**src/rtl/fetch_pkg.sv**
```systemverilog
// rtl/fetch_pkg.sv - shared types and constants for the fetch stall controller
//   state encoding, NOP instruction word and PC increment used by fetch_stall_ctrl
package fetch_pkg;

    typedef enum logic [1:0] {
        FETCH  = 2'd0,
        WAIT   = 2'd1,
        SQUASH = 2'd2
    } fetch_state_e;

    localparam logic [31:0] NOP_INSTR = 32'h0000_0000;
    localparam int          PC_INC    = 4;

endpackage

```
**src/rtl/fetch_stall_ctrl_if.sv**
```systemverilog
// rtl/fetch_stall_ctrl_if.sv - instruction memory request/response interface
//   imem_addr  : fetch address (master -> slave)
//   imem_req   : fetch request (master -> slave)
//   imem_ready : imem_rdata valid for the current request (slave -> master)
//   imem_rdata : fetched instruction word (slave -> master)
interface fetch_stall_ctrl_if #(
    parameter int ADDR_W = 32
);

    logic [ADDR_W-1:0] imem_addr;
    logic              imem_req;
    logic              imem_ready;
    logic [31:0]       imem_rdata;

    modport master (
        output imem_addr,
        output imem_req,
        input  imem_ready,
        input  imem_rdata
    );

    modport slave (
        input  imem_addr,
        input  imem_req,
        output imem_ready,
        output imem_rdata
    );

endinterface

```
**src/rtl/sat_counter.sv**
```systemverilog
// rtl/sat_counter.sv - saturating up-counter, built only with STALL_PERF_CNT_EN
//   clk   : clock, rising edge
//   reset : asynchronous active-high reset, clears count
//   inc   : increment request this cycle
//   count : current value, holds at all-ones
`ifdef STALL_PERF_CNT_EN
module sat_counter #(
    parameter int CNT_W = 16
) (
    input  logic             clk,
    input  logic             reset,
    input  logic             inc,
    output logic [CNT_W-1:0] count
);

    logic [CNT_W-1:0] count_q;
    logic [CNT_W-1:0] count_d;

    always_comb begin
        count_d = count_q;
        if (inc && (count_q != '1)) begin
            count_d = count_q + CNT_W'(1);
        end
    end

    always_ff @(posedge clk or posedge reset) begin
        if (reset) begin
            count_q <= '0;
        end else begin
            count_q <= count_d;
        end
    end

    assign count = count_q;

endmodule
`endif

```
**src/rtl/fetch_stall_ctrl.sv**
```systemverilog
// rtl/fetch_stall_ctrl.sv - PC and IF/ID register owner honouring hazard stalls, redirects and slow imem
//   clk, reset           : pipeline clock, asynchronous active-high reset
//   pc_stall, IF_ID_stall: hold PC / hold IF/ID (load-use hazard)
//   redirect, redirect_pc: branch/jump resolved in ID, flush fetch
//   imem                 : instruction memory interface (master side)
//   pc, if_id_*          : current PC and IF/ID register contents
//   perf_*               : performance counters, live only with STALL_PERF_CNT_EN defined
module fetch_stall_ctrl
    import fetch_pkg::*;
#(
    parameter int                ADDR_W   = 32,
    parameter logic [ADDR_W-1:0] RESET_PC = '0,
    parameter int                CNT_W    = 16
) (
    input  logic                  clk,
    input  logic                  reset,
    input  logic                  pc_stall,
    input  logic                  IF_ID_stall,
    input  logic                  redirect,
    input  logic [ADDR_W-1:0]     redirect_pc,
    fetch_stall_ctrl_if.master    imem,
    output logic [ADDR_W-1:0]     pc,
    output logic [31:0]           if_id_instr,
    output logic [ADDR_W-1:0]     if_id_pc_plus4,
    output logic                  if_id_valid,
    output logic [CNT_W-1:0]      perf_hazard_stalls,
    output logic [CNT_W-1:0]      perf_mem_waits,
    output logic [CNT_W-1:0]      perf_flushes
);

    fetch_state_e      state_q, state_d;
    logic [ADDR_W-1:0] pc_q, pc_d;
    logic [31:0]       instr_q, instr_d;
    logic [ADDR_W-1:0] ppc4_q, ppc4_d;
    logic              valid_q, valid_d;
    logic [ADDR_W-1:0] pc_plus4;

    // Wraps modulo 2^ADDR_W by construction.
    assign pc_plus4 = pc_q + ADDR_W'(PC_INC);

    always_ff @(posedge clk or posedge reset) begin
        if (reset) begin
            state_q <= FETCH;
            pc_q    <= RESET_PC;
            instr_q <= NOP_INSTR;
            ppc4_q  <= '0;
            valid_q <= 1'b0;
        end else begin
            state_q <= state_d;
            pc_q    <= pc_d;
            instr_q <= instr_d;
            ppc4_q  <= ppc4_d;
            valid_q <= valid_d;
        end
    end

    // Priority: redirect > orphan drain > memory not ready > stall > advance.
    // A bubble clears instr/valid and leaves if_id_pc_plus4 as it was.
    always_comb begin
        state_d = state_q;
        pc_d    = pc_q;
        instr_d = instr_q;
        ppc4_d  = ppc4_q;
        valid_d = valid_q;
        if (redirect) begin
            pc_d    = redirect_pc;
            instr_d = NOP_INSTR;
            valid_d = 1'b0;
            // An older request still in flight would return the wrong word.
            state_d = ((state_q != FETCH) && !imem.imem_ready) ? SQUASH : FETCH;
        end else if (state_q == SQUASH) begin
            if (imem.imem_ready) begin
                state_d = FETCH;
            end
            if (!IF_ID_stall) begin
                instr_d = NOP_INSTR;
                valid_d = 1'b0;
            end
        end else if (!imem.imem_ready) begin
            state_d = WAIT;
            if (!IF_ID_stall) begin
                instr_d = NOP_INSTR;
                valid_d = 1'b0;
            end
        end else begin
            state_d = FETCH;
            if (!pc_stall) begin
                pc_d = pc_plus4;
            end
            if (!IF_ID_stall) begin
                if (pc_stall) begin
                    // Word is refetched next cycle, so it must not enter ID now.
                    instr_d = NOP_INSTR;
                    valid_d = 1'b0;
                end else begin
                    instr_d = imem.imem_rdata;
                    ppc4_d  = pc_plus4;
                    valid_d = 1'b1;
                end
            end
        end
    end

    always_comb begin
        imem.imem_req  = !reset;
        imem.imem_addr = pc_q;
        pc             = pc_q;
        if_id_instr    = instr_q;
        if_id_pc_plus4 = ppc4_q;
        if_id_valid    = valid_q;
    end

`ifdef STALL_PERF_CNT_EN
    logic in_wait;
    assign in_wait = (state_q == WAIT) || (state_q == SQUASH);

    sat_counter #(.CNT_W(CNT_W)) u_hazard_cnt (
        .clk   (clk),
        .reset (reset),
        .inc   (pc_stall),
        .count (perf_hazard_stalls)
    );

    sat_counter #(.CNT_W(CNT_W)) u_wait_cnt (
        .clk   (clk),
        .reset (reset),
        .inc   (in_wait),
        .count (perf_mem_waits)
    );

    sat_counter #(.CNT_W(CNT_W)) u_flush_cnt (
        .clk   (clk),
        .reset (reset),
        .inc   (redirect),
        .count (perf_flushes)
    );
`else
    assign perf_hazard_stalls = '0;
    assign perf_mem_waits     = '0;
    assign perf_flushes       = '0;
`endif

endmodule

```
**src/flat_wrapper.sv**
```systemverilog
// flat-port wrapper written by rule: the top's interface ports become plain ports
module fetch_stall_ctrl_flat import fetch_pkg::*;
#(
    parameter int                ADDR_W   = 32,
    parameter logic [ADDR_W-1:0] RESET_PC = '0,
    parameter int                CNT_W    = 16
)
  (clk, reset, pc_stall, IF_ID_stall, redirect, redirect_pc, pc, if_id_instr, if_id_pc_plus4, if_id_valid, perf_hazard_stalls, perf_mem_waits, perf_flushes, imem_imem_addr, imem_imem_req, imem_imem_ready, imem_imem_rdata);
  fetch_stall_ctrl_if #(.ADDR_W(ADDR_W)) imem_i ();
  input  logic clk;
  input  logic reset;
  input  logic pc_stall;
  input  logic IF_ID_stall;
  input  logic redirect;
  input  logic [ADDR_W-1:0] redirect_pc;
  output logic [ADDR_W-1:0] pc;
  output logic [31:0] if_id_instr;
  output logic [ADDR_W-1:0] if_id_pc_plus4;
  output logic if_id_valid;
  output logic [CNT_W-1:0] perf_hazard_stalls;
  output logic [CNT_W-1:0] perf_mem_waits;
  output logic [CNT_W-1:0] perf_flushes;
  output wire logic [$bits(imem_i.imem_addr)-1:0] imem_imem_addr;
  output wire logic [$bits(imem_i.imem_req)-1:0] imem_imem_req;
  input wire logic [$bits(imem_i.imem_ready)-1:0] imem_imem_ready;
  input wire logic [$bits(imem_i.imem_rdata)-1:0] imem_imem_rdata;
  assign imem_imem_addr = imem_i.imem_addr;
  assign imem_imem_req = imem_i.imem_req;
  assign imem_i.imem_ready = imem_imem_ready;
  assign imem_i.imem_rdata = imem_imem_rdata;
  fetch_stall_ctrl #(.ADDR_W(ADDR_W), .RESET_PC(RESET_PC), .CNT_W(CNT_W)) u_core (.clk(clk), .reset(reset), .pc_stall(pc_stall), .IF_ID_stall(IF_ID_stall), .redirect(redirect), .redirect_pc(redirect_pc), .imem(imem_i), .pc(pc), .if_id_instr(if_id_instr), .if_id_pc_plus4(if_id_pc_plus4), .if_id_valid(if_id_valid), .perf_hazard_stalls(perf_hazard_stalls), .perf_mem_waits(perf_mem_waits), .perf_flushes(perf_flushes));
endmodule
```
**config.mk**
```make
export PLATFORM = sky130hd
export DESIGN_NAME = fetch_stall_ctrl_flat
export DESIGN_NICKNAME = d
export VERILOG_FILES = /design/src/rtl/fetch_pkg.sv /design/src/rtl/fetch_stall_ctrl_if.sv /design/src/rtl/sat_counter.sv /design/src/rtl/fetch_stall_ctrl.sv /design/src/flat_wrapper.sv
export SDC_FILE = /design/constraint.sdc
export NUM_CORES = 1
export LEC_CHECK = 0
export ABC_AREA = 1
export CORE_MARGIN = 2
export CORE_UTILIZATION = 30
export DETAILED_ROUTE_END_ITERATION = 8
export GPL_ROUTABILITY_DRIVEN = 0
export GPL_TIMING_DRIVEN = 0
export SYNTH_ARGS = -nofsm -noshare
export SYNTH_HDL_FRONTEND = slang
export SYNTH_SLANG_ARGS = --single-unit
```
**constraint.sdc**
```tcl
create_clock -name clk -period 5.1 [get_ports clk]
set_input_delay 1.02 -clock clk [delete_from_list [all_inputs] [get_ports clk]]
set_output_delay 1.02 -clock clk [all_outputs]
set_load 0.01 [all_outputs]
```
==> results of run 1 <==
==> power by group <==
part	switching, mW	internal (mW)	total, mW
registers	0.0827	0.873	0.956
clock network	0.296	0.405	0.700
logic	0.284	0.368	0.652
total	0.662	1.65	2.31
==> flip-flops by register name, summed over array words and instances, names as in the netlist <==
name                   count
u_core.imem.imem_addr     32
u_core.if_id_instr        32
u_core.if_id_pc_plus4     32
u_core.if_id_valid         1
u_core.state_q             2
==> metal layers <==
metal,share of wire [%],track usage (%),up-vias
met5,0,0,-
met4,2.1,6.114,0
met3,9.3,5.953,17
met2,46,27.58,183
met1,42,22.28,2186
li1,-,-,2573
==> worst max-delay path: stages <==
cell and delay [ps]:
sky130_fd_sc_hd__clkdlybuf4s50_1 440, sky130_fd_sc_hd__inv_4 400, sky130_fd_sc_hd__buf_16 320, sky130_fd_sc_hd__clkdlybuf4s50_1 600
==> final cells by class <==
cell class	count	share of cell area [%]
Buffer	103	8.782
Clock buffer	13	3.144
Clock inverter	2	0.4232
Inverter	56	2.570
Multi-Input combinational cell	499	27.30
Sequential cell	99	29.93
Tap cell	229	3.461
Timing Repair Buffer	200	24.40
==> per-stage QoR <==
| step | power [mW] | setup TNS, ps | area [µm²] | std cells |
|---|---|---|---|---|
| finish | 2.308 | 0 | 8278 | 1201 |
| global placement | 1.622 | -31930 | 7953 | 1185 |
| CTS | 2.340 | 0 | 8278 | 1201 |
| detailed placement | 1.630 | 0 | 7983 | 1186 |
| floorplan | 1.266 | 0 | 5674 | 757 |
| global route | 2.441 | 0 | 8278 | 1201 |
==> cells in the mapped netlist (2+ instances only) <==
cell and instances:
sky130_fd_sc_hd__xor2_1 12, sky130_fd_sc_hd__o21ai_0 31, sky130_fd_sc_hd__nand2_2 3, sky130_fd_sc_hd__nand2_1 293, sky130_fd_sc_hd__inv_1 54, sky130_fd_sc_hd__nand3_1 23, sky130_fd_sc_hd__o211ai_1 4, sky130_fd_sc_hd__nor2_1 35
sky130_fd_sc_hd__nor2_2 5, sky130_fd_sc_hd__dfrtp_1 99, sky130_fd_sc_hd__buf_2 14, sky130_fd_sc_hd__xnor2_1 3, sky130_fd_sc_hd__and2_1 5, sky130_fd_sc_hd__buf_1 2, sky130_fd_sc_hd__a22o_1 16, sky130_fd_sc_hd__nor2_4 6
sky130_fd_sc_hd__inv_2 2, sky130_fd_sc_hd__clkbuf_1 2, sky130_fd_sc_hd__buf_4 84, sky130_fd_sc_hd__o21ai_1 8
==> worst max-delay path by stage <==
stage | startpoint | to | cells past startpoint
after floorplan | reset | imem_imem_req | 1
after global placement | reset | imem_imem_req | 3
after detailed placement | reset | imem_imem_req | 4
after CTS | reset | imem_imem_req | 4
after global routing | reset | imem_imem_req | 4
final | reset | imem_imem_req | 4
==> cells by family after synthesis <==
family                   Yosys count
AO/OA/AOI/OAI                     62
other                              1
adder cells (fa/ha/maj)            1
buffers and inverters            159
AND/OR/NAND/NOR                  373
flip-flops                        99
XOR/XNOR                          15
==> run summary, run 1 <==
The synthesized netlist occupies a cell area of 5498 µm². The endpoint of the worst hold-timing path is u_core.if_id_pc_plus4[17]. The part of the Yosys area used for sequential elements is 45.06%. 0 antenna diodes ended up in the layout. Data on the critical path is required at its endpoint by 4080 ps. The post-synthesis compound-gate area fraction works out to 7.351%. The largest vdd supply drop was 0.0001661 V. The critical path in this run is classified as input port to output pin.

During synthesis, Yosys emitted a total of 0 warnings. In this run the number of H-tree levels came out at 3. sky130_fd_sc_hd__dfrtp_1 takes more of the synthesized area than any other cell.

Buffers added to address setup during post-CTS repair amount to 0. In the post-route analysis, the smallest setup slack over all paths is 1211 ps. Along the worst path, the maximum fanout reaches 61. The share of synthesized cell area in full adder, half adder and majority cells was 0.2276%; the worst-case reg-to-reg path depth was 10. The multi-input combinational cells in the finished layout cover a total of 2260 µm². Clock tree synthesis found a total of 99 sinks. The fraction of final layout cells sized beyond drive strength 1 was 13.79%. The maximum clock rate came out at 0.2571 GHz.

The number of global-route vias before repair was 4740; the count of distinct cell types in the synthesized netlist was 29. The share of Yosys cell area claimed by the top area cell type is 45.06%, and the effective utilization at floorplan is 30.61%. Counting the fill cells in the layout gives 1796. The cell depth of the worst min-delay path was 2.

Setup repair after global routing left no endpoint under its margin. From bottom edge to top edge, the die measures 139.4 µm. The hold violation count in the final report was 0. The tools report the pin count of the biggest net entering global routing as 62.

The tools report the clock root buffer as sky130_fd_sc_hd__clkbuf_16. Combinational family with the most area after synthesis: simple AND/OR/NAND/NOR gates. In this run the most critical hold path is launched from u_core.if_id_pc_plus4[17].

The overall global routing resource usage is 17.43%, and the number of buffers inserted by hold repair at cts is 0. Of all flip-flops after synthesis, the portion carrying an async set or reset was 100.0%. The min-delay analysis places its worst path in the category flip-flop to flip-flop. After global routing the overflow that remains totals 0. Leaving out fill and tap cells, the most frequent cells in the layout are sky130_fd_sc_hd__nand2_1, sky130_fd_sc_hd__clkdlybuf4s50_1, sky130_fd_sc_hd__dfrtp_1. The clock passes through at most 2 buffers. TritonCTS built the clock tree. The gate count after technology mapping was 710; the number of antenna violations at the first check in global routing was 0. The layout net count is 1039, and the arrival time of the worst setup path is 2870 ps. The HPWL after detailed placement is 12830 µm. The clock-pin slew reported for the worst setup and hold paths after clock tree synthesis is 60 ps. The share of the cycle needed by the critical path after routing came out at 76.26%.

Across the routed clock network, the largest skew measured is 4.537 ps. The count of final max-slew check failures was 0. The number of vias per cell came out at 4.129. The run gives 4.059 nW as the leakage power of the design. The utilization after layout was 46.08%; the number of CTS-inserted buffers was 9. Relative to the synthesized area, the layout overhead comes to 50.57%.

The die is 139.4 µm wide. The run finished with clean final reports. At the later pin of the worst-skew pair, clock insertion delay measures 350 ps. The run gives 0 as the number of remaining DRC errors. STA classifies the critical path endpoint as an output pin. Number of setup violations in the final report: 0. Critical path launch point type: an input port. Number of nets with antenna violations after detailed routing: 0. The startpoint identified for the worst register-to-register timing path is u_core.imem.imem_addr[2].

The most instantiated flip-flop cell in the synthesis netlist was sky130_fd_sc_hd__dfrtp_1. The run gives 16620 µm as the total wire length. Across the run, the number of max-cap violations was 0.

The final critical-path required period is 3889 ps, and the placement row count is 49. The tools report the count of routing violations after the opening detailed-route iteration as 182. Measured against the total synthesized area, the mux share comes to 0%. For flop-to-flop paths, the worst setup slack is 3370 ps.

At the pin with the least slew margin, the transition time is 576.5 ps. The tightest hold margin is 478.3 ps, and the synthesized area per cell is 7.743 µm². The number of enable flip-flop cells after synthesis was 0; the average detailed-routed wire length per instance was 13.83 µm.

The area of the die is 19430 µm², and the headroom to the max-slew limit is 61.57%. The most frequent standard cell in the layout excluding fill and tap cells is sky130_fd_sc_hd__nand2_1. In the final layout, flip-flops and latches occupy 2477 µm². The tools report the worst-case setup slack after placement as 1137 ps. The number of buffers added on ports was 199.

The area of the placeable core was 17960 µm². The quantity of gates resized following cts was 0; the post-synthesis xor/xnor area fraction was 2.390%. The tools report the endpoint of the worst register-to-register path as u_core.if_id_pc_plus4[30].

248 I/O pins were placed. The iteration count of the initial detailed-routing pass was 4; the total power divided by cell area was 278.8 nW/µm². In this run, synthesis produced a sequential element count of 99.

The first global-routing pass estimated 26520 µm of wire. The share of synthesized cell area in and, or, nand and nor gates was 27.86%. By area the synthesized netlist is led by sky130_fd_sc_hd__dfrtp_1, sky130_fd_sc_hd__nand2_1, sky130_fd_sc_hd__buf_4. Across all layers, the routed design uses 4959 vias.
No activity file was read; power rests on OpenSTA's default activity.
==> run 2, diff against run 1 <==
Clock period 5.1 ns to 3.2 ns, I/O delays scaled along.
==> run summary, run 2 (synthesis gave the netlist of run 1 again) <==
The run finished with clean final reports. Hold violation count in the final report: 0 (unchanged). Largest fanout on the critical path: 29 (-52%). The tools report the clock root buffer as sky130_fd_sc_hd__clkbuf_16. The final instance count without filler cells is 1205 (+0.33%). The overall global routing resource usage came out at 17.09% (-0.34 points).

The H-tree level count came out at 3 (unchanged). The clock period could shrink to 3039 ps. The number of vias per cell is 4.162 (+0.79%), and the worst-case reg-to-reg path depth is 8 (-2).

The tools report the number of antenna violations at the first check in global routing as 1 (+1). For the worst-skew pair later-pin latency, the log shows 350 ps (about the same). The utilization after layout was 46.40% (+0.32 points). The top-level I/O count was 248 (unchanged). The number of buffers inserted by hold repair at cts came out at 0 (unchanged).

The clock-pin slew reported for the worst setup and hold paths after clock tree synthesis was 60 ps (about the same); the total wire length was 16520 µm (-0.60%). The effective utilization at floorplan was 30.61% (unchanged). Leaving out fill and tap cells, the most frequent cell in the layout is sky130_fd_sc_hd__nand2_1. The run gives 40.8% (-0.6 points) as the sequential share of power. The startpoint identified for the worst register-to-register timing path is u_core.imem.imem_addr[2]. The logs give 13030 µm (+1.6%) for the placed wire-length estimate and 1041 (+0.19%) for the layout net count. The logs give 0.0002627 V (+58%) for the largest vdd supply drop and 0 (unchanged) for the number of setup violations in the final report.

The run gives 30 (-52%) as the pin count of the biggest net entering global routing. The placement row count is 49 (unchanged). The endpoint of the worst hold-timing path was u_core.if_id_pc_plus4[24]. The run gives 5015 (+1.1%) as the total number of vias. The combinational share of power is 28.0% (-0.2 points), and the TritonCTS sink count is 99 (unchanged). The critical path launch point type is an input port. The clock network fraction of design power was 31.2% (+0.9 points); the max-capacitance violation count was 0 (unchanged). Setup repair after global routing left no endpoint under its margin.

The total power divided by cell area is 447.3 nW/µm² (+60%). The headroom to the max-slew limit came out at 54.74% (-6.8 points). The worst-case setup slack after placement came out at 108.1 ps (-1028 ps). The number of nets with antenna violations after detailed routing was 0 (unchanged); the switching portion of total power was 28.59% (-0.11 points).

The tightest min-delay check is of the flip-flop to flip-flop type. The flop-to-flop setup slack was 1480 ps (-1890 ps). The overall power consumption was 3.729 mW (+62%). The first-pass GRT wire length was 25990 µm (-2.0%); the cell area after layout was 8335 µm² (+0.70%). The arrival time of the worst setup path is 2400 ps (-470 ps), and the count of routing violations after the opening detailed-route iteration is 163 (-10%).

The critical path is of the input port to output pin type. The worst hold path begins at u_core.if_id_pc_plus4[24]. Area of the die: 19430 µm² (unchanged). In the layout the commonest cells are sky130_fd_sc_hd__nand2_1, sky130_fd_sc_hd__clkdlybuf4s50_1, sky130_fd_sc_hd__dfrtp_1. Placement-stage cell area: 8024 µm² (+0.52%). The iteration count of the initial detailed-routing pass was 4 (unchanged); the cell depth of the worst min-delay path was 2 (unchanged). The average detailed-routed wire length per instance works out to 13.71 µm (-0.93%). The critical path endpoint category was an output pin.

The actual slew at the worst max-slew pin is 677.4 ps (+100.9 ps), and the number of CTS-inserted buffers is 9 (unchanged). The floorplan die width works out to 139.4 µm (unchanged). Internal power consumption: 2.662 mW (+62%). The total congestion overflow after global routing is 0 (unchanged).

The fraction of final layout cells sized beyond drive strength 1 was 14.15% (+0.37 points). TritonCTS built the clock tree. The tools report the cell count after placement as 1188 (+0.17%). The tools report the leakage power of the design as 4.084 nW (+0.61%). The maximum root-to-sink buffer count was 2 (unchanged).

The number of remaining DRC errors is 0 (unchanged). The run gives 2560 ps (-1520 ps) as the required time reported for the critical path endpoint. The number of global-route vias before repair was 4725 (-0.32%). The count of final max-slew check failures is 0 (unchanged). In this run the critical register-to-register path is captured at u_core.if_id_pc_plus4[14]. The quantity of gates resized following cts is 0 (unchanged), and the area growth from synthesis to layout is 51.62%. For the area of the placeable core, the log shows 17960 µm² (unchanged). The tools report the clock skew after layout as 9.224 ps (+4.686 ps). The buffer count from post-CTS setup fixing is 0 (unchanged), and the number of buffers added on ports is 199 (unchanged).

The logs give 1.066 mW (+61%) for the switching component of the power and 160.9 ps (-1050 ps) for the final worst slack. The die boundary height was 139.4 µm (unchanged); the share of the cycle needed by the critical path after routing was 94.97%. Based on the critical path, the design can be clocked at up to 0.3290 GHz.
run 2: layout make-up:
type / instances / area [µm²]
diodes: 1 / 2.502
plain buffers: 103 / 726.9
clock buffers: 10 / 229.0
clock inverters: 6 / 80.08
fillers: 1768 / 9628
inverters: 56 / 214.0
multi-input cells: 499 / 2260
flip-flops and latches: 99 / 2477
well taps: 229 / 286.5
repair buffers: 202 / 2059
run 2: critical path: stages:
cell and delay [ps]:
sky130_fd_sc_hd__clkdlybuf4s50_1 500, sky130_fd_sc_hd__clkinvlp_4 560, sky130_fd_sc_hd__clkdlybuf4s50_1 680
run 2: power groups by stage:
stage	Sequential [mW]	Combinational, mW	Clock [mW]
finish	1.52	1.04	1.16
global route	1.55	1.14	1.24
CTS	1.53	1.06	1.20
detailed placement	1.55	1.06	0
global placement	1.54	1.04	0
floorplan	1.59	0.431	0
run 2: worst max-delay path by stage:
stage                     startpoint             to  slack, ps
final                          reset  imem_imem_req        160
after global routing           reset  imem_imem_req          4
after CTS                      reset  imem_imem_req        110
after detailed placement       reset  imem_imem_req        110
after global placement         reset  imem_imem_req      -1450
after floorplan                reset  imem_imem_req        670
run 2: metrics by stage:
stage / TNS (ps) / hold WS, ps
after global placement: -1451 / 459.4
after floorplan: 0 / 504.4
after CTS: 0 / 482.8
after detailed placement: 0 / 464.3
after global routing: 0 / 502.1
final: 0 / 478.0
run 2: metal layers:
layer / vias up / share of wire (%) / track usage [%]
met5: - / 0 / 0
met4: 0 / 1.2 / 5.954
met3: 13 / 8.9 / 5.609
met2: 169 / 47 / 27.27
met1: 2247 / 43 / 21.81
li1: 2586 / - / -
